`config.mk`:
```
export PLATFORM = sky130hd
export DESIGN_NAME = apb_regfile_ws_flat
export DESIGN_NICKNAME = d
export VERILOG_FILES = /design/src/rtl/apb_regfile_ws_if.sv /design/src/rtl/apb_regfile_ws.sv /design/src/flat_wrapper.sv
export SDC_FILE = /design/constraint.sdc
export NUM_CORES = 1
export LEC_CHECK = 0
export ABC_AREA = 1
export CAP_MARGIN = 20
export CORE_MARGIN = 2
export CORE_UTILIZATION = 40
export DETAILED_ROUTE_END_ITERATION = 7
export PLACE_DENSITY_LB_ADDON = 0.2
export SLEW_MARGIN = 10
export SYNTH_ARGS = -nofsm -noshare
export SYNTH_HDL_FRONTEND = slang
export SYNTH_SLANG_ARGS = --single-unit
```
`constraint.sdc`:
```
create_clock -name PCLK -period 2.4 [get_ports PCLK]
set_clock_uncertainty 0.05 [all_clocks]
set_input_delay 0.36 -clock PCLK [delete_from_list [all_inputs] [get_ports PCLK]]
set_output_delay 0.36 -clock PCLK [all_outputs]
set_load 0.05 [all_outputs]
```
`src/rtl/apb_regfile_ws_if.sv`:
```
// APB3 bus bundle for apb_regfile_ws; APB_REGFILE_PSTRB_EN adds APB4 byte strobes.
interface apb_regfile_ws_if #(
    parameter int unsigned ADDR_W = 8,
    parameter int unsigned DATA_W = 32
);
    logic              PSEL;
    logic              PENABLE;
    logic              PWRITE;
    logic [ADDR_W-1:0] PADDR;
    logic [DATA_W-1:0] PWDATA;
    logic [DATA_W-1:0] PRDATA;
    logic              PREADY;
    logic              PSLVERR;
`ifdef APB_REGFILE_PSTRB_EN
    logic [DATA_W/8-1:0] PSTRB;

    modport master (
        output PSEL, PENABLE, PWRITE, PADDR, PWDATA, PSTRB,
        input  PRDATA, PREADY, PSLVERR
    );
    modport slave (
        input  PSEL, PENABLE, PWRITE, PADDR, PWDATA, PSTRB,
        output PRDATA, PREADY, PSLVERR
    );
`else
    modport master (
        output PSEL, PENABLE, PWRITE, PADDR, PWDATA,
        input  PRDATA, PREADY, PSLVERR
    );
    modport slave (
        input  PSEL, PENABLE, PWRITE, PADDR, PWDATA,
        output PRDATA, PREADY, PSLVERR
    );
`endif
endinterface

```
`src/rtl/apb_regfile_ws.sv`:
```
// APB3 slave register file (DEPTH x DATA_W) with separate read/write wait states.
// Optional macro APB_REGFILE_PSTRB_EN enables per-byte write strobes.
module apb_regfile_ws #(
    parameter int unsigned DATA_W  = 32,
    parameter int unsigned ADDR_W  = 8,
    parameter int unsigned DEPTH   = 16,
    parameter int unsigned RD_WAIT = 2,
    parameter int unsigned WR_WAIT = 0
) (
    input logic              PCLK,
    input logic              PRESETN,
    apb_regfile_ws_if.slave  apb
);
    localparam int unsigned     IDX_W     = (DEPTH > 1) ? $clog2(DEPTH) : 1;
    localparam int unsigned     NB        = DATA_W / 8;
    localparam logic [ADDR_W:0] DEPTH_L   = (ADDR_W + 1)'(DEPTH);
    localparam logic [3:0]      RD_WAIT_L = 4'(RD_WAIT);
    localparam logic [3:0]      WR_WAIT_L = 4'(WR_WAIT);

    typedef enum logic [1:0] {
        ST_IDLE,
        ST_WAIT,
        ST_READY
    } state_e;

    state_e            state_q, state_d;
    logic [3:0]        cnt_q, cnt_d;
    logic [IDX_W-1:0]  addr_q, addr_d;
    logic              write_q, write_d;
    logic              err_q, err_d;
    logic [DATA_W-1:0] wdata_q, wdata_d;
    logic [DATA_W-1:0] prdata_q, prdata_d;
    logic [DATA_W-1:0] mem_q [DEPTH];
    logic [DATA_W-1:0] mem_d [DEPTH];
`ifdef APB_REGFILE_PSTRB_EN
    logic [NB-1:0]     strb_q, strb_d;
`endif

    always_comb begin
        state_d  = state_q;
        cnt_d    = cnt_q;
        addr_d   = addr_q;
        write_d  = write_q;
        err_d    = err_q;
        wdata_d  = wdata_q;
        prdata_d = prdata_q;
        mem_d    = mem_q;
`ifdef APB_REGFILE_PSTRB_EN
        strb_d   = strb_q;
`endif
        unique case (state_q)
            ST_IDLE: begin
                if (apb.PSEL && !apb.PENABLE) begin
                    addr_d  = apb.PADDR[IDX_W-1:0];
                    write_d = apb.PWRITE;
                    wdata_d = apb.PWDATA;
                    err_d   = ({1'b0, apb.PADDR} >= DEPTH_L);
                    cnt_d   = apb.PWRITE ? WR_WAIT_L : RD_WAIT_L;
`ifdef APB_REGFILE_PSTRB_EN
                    strb_d  = apb.PSTRB;
`endif
                    // Zero-wait reads load PRDATA straight from the setup-cycle address.
                    if (cnt_d == 4'd0) begin
                        state_d = ST_READY;
                        if (!apb.PWRITE)
                            prdata_d = err_d ? '0 : mem_q[addr_d];
                    end else begin
                        state_d = ST_WAIT;
                    end
                end
            end
            ST_WAIT: begin
                if (!apb.PSEL) begin
                    state_d = ST_IDLE;
                end else begin
                    cnt_d = cnt_q - 4'd1;
                    if (cnt_q == 4'd1) begin
                        state_d = ST_READY;
                        if (!write_q)
                            prdata_d = err_q ? '0 : mem_q[addr_q];
                    end
                end
            end
            ST_READY: begin
                if (!apb.PSEL) begin
                    state_d = ST_IDLE;
                end else if (apb.PENABLE) begin
                    state_d = ST_IDLE;
                    if (write_q && !err_q) begin
                        for (int unsigned b = 0; b < NB; b++) begin
`ifdef APB_REGFILE_PSTRB_EN
                            if (strb_q[b])
                                mem_d[addr_q][8*b +: 8] = wdata_q[8*b +: 8];
`else
                            mem_d[addr_q][8*b +: 8] = wdata_q[8*b +: 8];
`endif
                        end
                    end
                end
            end
            default: state_d = ST_IDLE;
        endcase
    end

    always_ff @(posedge PCLK or negedge PRESETN) begin
        if (!PRESETN) begin
            state_q  <= ST_IDLE;
            cnt_q    <= '0;
            addr_q   <= '0;
            write_q  <= 1'b0;
            err_q    <= 1'b0;
            wdata_q  <= '0;
            prdata_q <= '0;
            mem_q    <= '{default: '0};
`ifdef APB_REGFILE_PSTRB_EN
            strb_q   <= '0;
`endif
        end else begin
            state_q  <= state_d;
            cnt_q    <= cnt_d;
            addr_q   <= addr_d;
            write_q  <= write_d;
            err_q    <= err_d;
            wdata_q  <= wdata_d;
            prdata_q <= prdata_d;
            mem_q    <= mem_d;
`ifdef APB_REGFILE_PSTRB_EN
            strb_q   <= strb_d;
`endif
        end
    end

    assign apb.PREADY  = (state_q != ST_WAIT);
    assign apb.PSLVERR = (state_q == ST_READY) && err_q;
    assign apb.PRDATA  = prdata_q;

endmodule

```
`src/flat_wrapper.sv`:
```
// flat-port wrapper written by rule: the top's interface ports become plain ports
module apb_regfile_ws_flat 
#(
    parameter int unsigned DATA_W  = 32,
    parameter int unsigned ADDR_W  = 8,
    parameter int unsigned DEPTH   = 16,
    parameter int unsigned RD_WAIT = 2,
    parameter int unsigned WR_WAIT = 0
)
  (PCLK, PRESETN, apb_PSEL, apb_PENABLE, apb_PWRITE, apb_PADDR, apb_PWDATA, apb_PRDATA, apb_PREADY, apb_PSLVERR);
  apb_regfile_ws_if #(.ADDR_W(ADDR_W), .DATA_W(DATA_W)) apb_i ();
  input logic PCLK;
  input logic PRESETN;
  input wire logic [$bits(apb_i.PSEL)-1:0] apb_PSEL;
  input wire logic [$bits(apb_i.PENABLE)-1:0] apb_PENABLE;
  input wire logic [$bits(apb_i.PWRITE)-1:0] apb_PWRITE;
  input wire logic [$bits(apb_i.PADDR)-1:0] apb_PADDR;
  input wire logic [$bits(apb_i.PWDATA)-1:0] apb_PWDATA;
  output wire logic [$bits(apb_i.PRDATA)-1:0] apb_PRDATA;
  output wire logic [$bits(apb_i.PREADY)-1:0] apb_PREADY;
  output wire logic [$bits(apb_i.PSLVERR)-1:0] apb_PSLVERR;
  assign apb_i.PSEL = apb_PSEL;
  assign apb_i.PENABLE = apb_PENABLE;
  assign apb_i.PWRITE = apb_PWRITE;
  assign apb_i.PADDR = apb_PADDR;
  assign apb_i.PWDATA = apb_PWDATA;
  assign apb_PRDATA = apb_i.PRDATA;
  assign apb_PREADY = apb_i.PREADY;
  assign apb_PSLVERR = apb_i.PSLVERR;
  apb_regfile_ws #(.DATA_W(DATA_W), .ADDR_W(ADDR_W), .DEPTH(DEPTH), .RD_WAIT(RD_WAIT), .WR_WAIT(WR_WAIT)) u_core (.PCLK(PCLK), .PRESETN(PRESETN), .apb(apb_i));
endmodule
```
==> impl_results.md, run 1 <==
* Final Instance Area at 0.0310 sq mm
* Top post-synthesis cells by count: 1908 x nand2_1, 588 x dfrtp_1, 500 x o21ai_1
* Top Family by Delay on Critical Path: buffers and inverters
* Leading area contributor after synthesis: dfrtp_1
* Fraction of layout cells with a size suffix above 1 at roughly 6.5%
* Setup crit start kind: flip-flop
* Top Usage Layer GRT: met2
* Worst skew pair latency at approximately 600 ps
* Async set or reset register ratio after synthesis at 100%
* Top cells by area, synth: dfrtp_1 55%, nand2_1 27%, o21ai_1 9.4%
* Max FO, Critical Path at 4
* Synth Register Bits at about 590
* Pin count of the biggest net entering global routing at 86
* CTS buffer count at 67
* Synth Cell Area at 0.0267 sq mm
* Status: completed
* Final TNS setup at 0 ps
* IO Pins at 79
* Max cap viols at 0
* Worst EP required at a little under 2000 ps
* Buffers plus inverters on the worst setup path at 2
* Hold WS at around 210 ps
* Net count after synthesis at roughly 3500
* Tmin final at approximately 2200 ps
* Setup violations, final at 0
* Vias post-DR at between 20000 and 25000
* Num rows at 94
* Leakage power at 15.5 nW
* TritonCTS clock tree: yes
* Total GRT Usage at a little under a quarter
* Slew @ Worst Pin at 804 ps
* Hold Path Class: input port to asynchronous set/reset pin
* # DRC at 0
* Final #Nets at between 3000 and 4000
* Placed cell areas at 0.0289 sq mm
* Most used DFF post-synth: dfrtp_1
* Compound-Gate Fraction of Synth Area at 11.7%
* CP endpoint kind: primary output
* Max frequency at roughly 450 MHz
* CP cell instances: nor2_1 > inv_1 > dlygate4sd2_1
* Vias in the first global route at approximately 21000
* Chip Width at around 260 um
* Largest family of logic cells by synthesized area: simple AND/OR/NAND/NOR gates
* Post-Synth Simple-Gate Area at approximately 28%
* DRT antenna net count at 0
* Die area at 0.0687 sq mm
* Port Buffers at slightly below 80
* First-pass GRT wire length at approximately 120 mm
* Met3 usage in global routing at under 10%
* Grt met1 use at about 33%
* Vias per cell at between 5 and 6
* Area Overhead vs Synth at 16.3%
* Initial Utilization at between 40% and 50%
* Multi-input logic area at between 0.01 and 0.015 sq mm
* Antenna Cells at 0
* XOR/XNOR share of the synthesized area at 0%
* CTS max path bufs at 3
* Critical path class: flip-flop to primary output
* # fillers at ~6600
* Final Hold Vio Count at 0
* Avg Cell Area, Syn at 7.66 sq um
* Core footprint at between 0.06 and 0.07 sq mm
* Register area at 0.0147 sq mm
* Synth Warn # at 0
* Routed Wire Length at ~76 mm
* Max H-tree Level at 3
* Total grt overflow at 0
* Wire per inst at 17.4 um
* Clock-pin slew on the worst setup and hold paths at approximately 60 ps
* GP Congestion at 0.783
* Most common cell in the netlist: nand2_1
* Adder-Cell Fraction of Synth Area at 0.0939%
* RSZ-0062 raised after global routing: false
* Final Cycle Share at between 90% and 100%
* Yosys top cell area share at 55.2%
* Post CTS Setup Buffer Count at 0
* Number of flops mapped to enable cells by yosys at 0
* DRT iter0 DRCs at just over 2000
* Initial antenna violation count at 0
* Max incr delay on CP at roughly 440 ps
* DR pass1 iterations at 6
* Fin. max-slew vios at 0
* Syn Inst Count at 3479
* Worst rel slew slack at 46.3%
* Die H at 262 um
* Worst Path Arrival at roughly 1800 ps
* Slowest cell on the critical path: dlygate4sd2_1
* TritonCTS Sinks at 588
* Power Density at 972 mW/mm^2
* Dpl hpwl at about 45 mm
* Sequential area share after synthesis at 55.2%
* Met2 GRT Util at a little under two fifths
* Peak supply drop at roughly 0.67 mV
* Root Driver: clkbuf_16
* Library cells used by synthesis at 26
* Mux contribution to synthesized area at 0%
[registers in the layout, indices dropped and copies added (netlist names)]
| signal | count |
|---|---|
| u_core.addr_q | 4 |
| u_core.apb.PRDATA | 32 |
| u_core.cnt_q | 4 |
| u_core.err_q | 1 |
| u_core.mem_q | 512 |
| u_core.state_q | 2 |
| u_core.wdata_q | 32 |
| u_core.write_q | 1 |
[routing by layer]
layer	share of wire (%)	wire (um)
met1	47	36000
met2	46	35000
met3	4.7	3570
met4	2.2	1710
met5	0	0
[power breakdown]
part | internal, mW | leakage (nW) | switching, mW
Combinational | 1.94 | 6.37 | 6.83
Sequential | 11.0 | 8.11 | 0.608
Clock | 5.69 | 1.03 | 4.07
[final timing paths]
| check | startpoint | end | slack (ps) | cells after the start |
|---|---|---|---|---|
| setup / recovery | u_core.state_q[1] | apb_PREADY | 190 | 3 |
| hold / removal | PRESETN | u_core.mem_q[100] | 210 | 2 |
| setup reg to reg | u_core.addr_q[1] | u_core.apb.PRDATA[14] | 350 | 9 |
| hold reg to reg | u_core.mem_q[481] | u_core.mem_q[481] | 430 | 2 |
| max in group asynchronous | PRESETN | u_core.addr_q[1] | 1270 | 3 |
| min in group PCLK | apb_PADDR[0] | u_core.addr_q[0] | 270 | 3 |
[cell type report]
cell class | count | area share, %
inverters | 49 | 0.626
clock inverters | 15 | 0.254
multi-input cells | 2600 | 34.7
flip-flops and latches | 588 | 47.5
well taps | 864 | 3.49
clock buffers | 98 | 6.38
repair buffers | 177 | 7.03
[cell usage in the layout (no fill, tap or decap), types with 2 or more instances in the layout]
cell / n
nand2_1: 1905
clkbuf_1: 17
buf_4: 46
dfrtp_4: 2
nand3_1: 4
nor2_1: 38
inv_2: 2
clkinv_2: 14
clkbuf_16: 71
a21oi_1: 33
nor2_4: 4
nor3_4: 5
buf_12: 52
inv_1: 45
o21ai_0: 85
o21ai_1: 500
dlygate4sd2_1: 2
ha_1: 2
dfrtp_1: 586
clkdlybuf4s50_1: 75
nand2_2: 6
clkbuf_8: 10
nand2_4: 10
nor3_1: 2
[cells by family (layout without fill, tap and decap cells)]
group | after synthesis | count (layout)
flip-flops | 588 | 588
AND/OR/NAND/NOR | 1976 | 1976
adder cells (fa/ha/maj) | 2 | 2
AO/OA/AOI/OAI | 622 | 622
buffers and inverters | 291 | 339
[timing repair]
action | 4_1_cts | 5_1_grt
gates resized for setup | 2 | 0
hold buffers | 1 | 0
hold endpoints to repair | 84 | 0
setup endpoints to repair | 2 | 0
[metrics by stage]
step	cells	utilization, %	power [mW]	worst slack [ps]
after floorplan	3479	-	16.8	716
after global placement	4277	43.9	20.6	-5.62
after detailed placement	4277	43.9	20.6	-20.1
after CTS	4391	47.1	30.5	135
after global routing	4391	47.1	31.7	88.3
final	4391	47.1	30.1	185
Note: power is estimated with default switching activity, not from simulation.
==> run 2: changes to the inputs <==
- GPL_ROUTABILITY_DRIVEN: not set -> 0
==> results of run 2 <==
Final layout, timing and power as in run 1 (identical DEF).
==> run 3: changes to the inputs <==
- CELL_PAD_IN_SITES_DETAIL_PLACEMENT: not set -> 1
- CELL_PAD_IN_SITES_GLOBAL_PLACEMENT: not set -> 2
- CORE_UTILIZATION: 40 -> 37
==> impl_results.md, run 3 (synthesis results as in run 1) <==
* Status: completed
* TritonCTS Sinks at 588 (unchanged)
* Fraction of layout cells with a size suffix above 1 at 7.30% (+0.84 points)
* Antenna Cells at 0 (unchanged)
* DRT iter0 DRCs at 1448 (-29%)
* Tmin final at 2250 ps (+30.2 ps)
* Port Buffers at 78 (unchanged)
* Setup ws final at 155 ps (-30.2 ps)
* Placed cell areas at 0.0293 sq mm (+1.2%)
* Largest Register: u_core.mem_q
* Dpl hpwl at 55.5 mm (+22%)
* Max frequency at 445 MHz (-1.3%)
* CTS max path bufs at 3 (unchanged)
* Power Density at 1010 mW/mm^2 (+4.3%)
* Critical path class: flip-flop to primary output
* Vias in the first global route at 25000 (+17%)
* Final #Nets at 3553 (+0.65%)
* Final Instance Area at 0.0317 sq mm (+2.4%)
* Core footprint at 0.0714 sq mm (+8.4%)
* DR pass1 iterations at 5 (-1)
* Worst skew pair latency at 620 ps (+20 ps)
* Area Overhead vs Synth at 19.0%
* Fin. max-slew vios at 0 (unchanged)
* Vias post-DR at 22900 (+3.9%)
* TritonCTS clock tree: yes
* Worst EP required at 1990 ps (about the same)
* Clock-pin slew on the worst setup and hold paths at 50 ps (about the same)
* RSZ-0062 raised after global routing: false
* DRT antenna net count at 0 (unchanged)
* Total GRT Usage at 24.6% (+1.5 points)
* Final TNS setup at 0 ps (unchanged)
* Routed Wire Length at 88.2 mm (+16%)
* Max cap viols at 0 (unchanged)
* Max reg flops at 512 (unchanged)
* Initial Utilization at 37.4% (-3.1 points)
* Initial antenna violation count at 2 (+2)
* Die H at 272 um (+3.9%)
* Chip Width at 272 um (+3.9%)
* Slew @ Worst Pin at 797 ps (-7.81 ps)
* Vias per cell at 5.09 (+1.2%)
* Setup violations, final at 0 (unchanged)
* Max H-tree Level at 3 (unchanged)
* Most common cell after layout, fill and taps aside: nand2_1
* Pin count of the biggest net entering global routing at 94 (+9.3%)
* Total grt overflow at 0 (unchanged)
* Root Driver: clkbuf_16
* Max FO, Critical Path at 4 (unchanged)
* Setup crit start kind: flip-flop
* Worst rel slew slack at 46.8% (+0.52 points)
* Peak supply drop at 0.658 mV (-1.0%)
* Die area at 0.0742 sq mm (+8.0%)
* Num rows at 98 (+4.3%)
* Final Cycle Share at 93.6% (+1.3 points)
* # fillers at 8597 (+31%)
* Hold WS at 242 ps (+33.5 ps)
* Worst Path Arrival at 1840 ps (+40 ps)
* Final Hold Vio Count at 0 (unchanged)
* IO Pins at 79 (unchanged)
* Overall power at 32.2 mW (+6.7%)
* DP Worst Slack at -12.9 ps (+7.28 ps)
* Leakage power at 15.9 nW (+2.3%)
* CP endpoint kind: primary output
* CTS buffer count at 71 (+6.0%)
* # DRC at 0 (unchanged)
* Most frequent cells in the layout: 1905 x nand2_1, 586 x dfrtp_1, 501 x o21ai_1
* Wire per inst at 19.6 um (+13%)
* First-pass GRT wire length at 143 mm (+15%)
* Hold Path Class: input port to asynchronous set/reset pin
## run 3: cell count changes in the layout (fill, tap and decap cells not counted), sizes merged
cell / change
inv: -1
clkbuf: +12
buf: +19
bufinv: +5
clkinvlp: +1
clkinv: -3
## run 3: metrics by stage
stage                     instances  util, %
after floorplan                3479        -
after global placement         4380     41.0
after detailed placement       4380     41.0
after CTS                      4508     44.4
after global routing           4510     44.5
final                          4510     44.5
## run 3: metal layers
| metal | up-vias | part of all wire (%) | global-route usage, % |
|---|---|---|---|
| li1 | 11000 | - | - |
| met1 | 11500 | 45 | 31.9 |
| met2 | 328 | 49 | 42.8 |
| met3 | 124 | 3.4 | 3.57 |
| met4 | 2 | 2.4 | 6.71 |
| met5 | - | 0.012 | 0 |
## run 3: final cells by class
type                    count  area (sq um)  area share, %
well taps                 950          1190           3.75
multi-input cells        2600         10800           34.0
clock inverters            17           231          0.729
inverters                  49           199          0.627
clock buffers             110          2180           6.87
repair buffers            196          2410           7.59
flip-flops and latches    588         14700           46.4
## run 3: worst max-delay path, stage by stage, from the launching register on
cell and delay, ps:
dfrtp_1 380, inv_1 110, nor2_2 70, inv_1 130, dlygate4sd2_1 550
## run 3: timing repair
item | in CTS | in global routing
resized for setup | 2 | 3
setup endpoints to repair | 2 | 5
cloned | 0 | 0
hold buffers | 1 | 0
hold endpoints to repair | 43 | 0
buffers inserted | 0 | 2
## run 3: power by group
group / switching (mW) / total, mW / internal, mW
clock network: 4.33 / 11.1 / 6.78
logic: 7.22 / 9.37 / 2.15
registers: 0.673 / 11.7 / 11.0
total: 12.2 / 32.2 / 19.9
## run 3: worst paths after layout
kind / from / endpoint / slack [ps] / cells after the start
max in group asynchronous: PRESETN / u_core.mem_q[282] / 1090 / 4
max reg2reg: u_core.addr_q[0] / u_core.apb.PRDATA[26] / 210 / 11
min: PRESETN / u_core.wdata_q[5] / 240 / 2
max: u_core.state_q[0] / apb_PREADY / 150 / 4
min in group PCLK: apb_PWDATA[23] / u_core.wdata_q[23] / 270 / 3
min reg2reg: u_core.mem_q[66] / u_core.mem_q[66] / 440 / 2
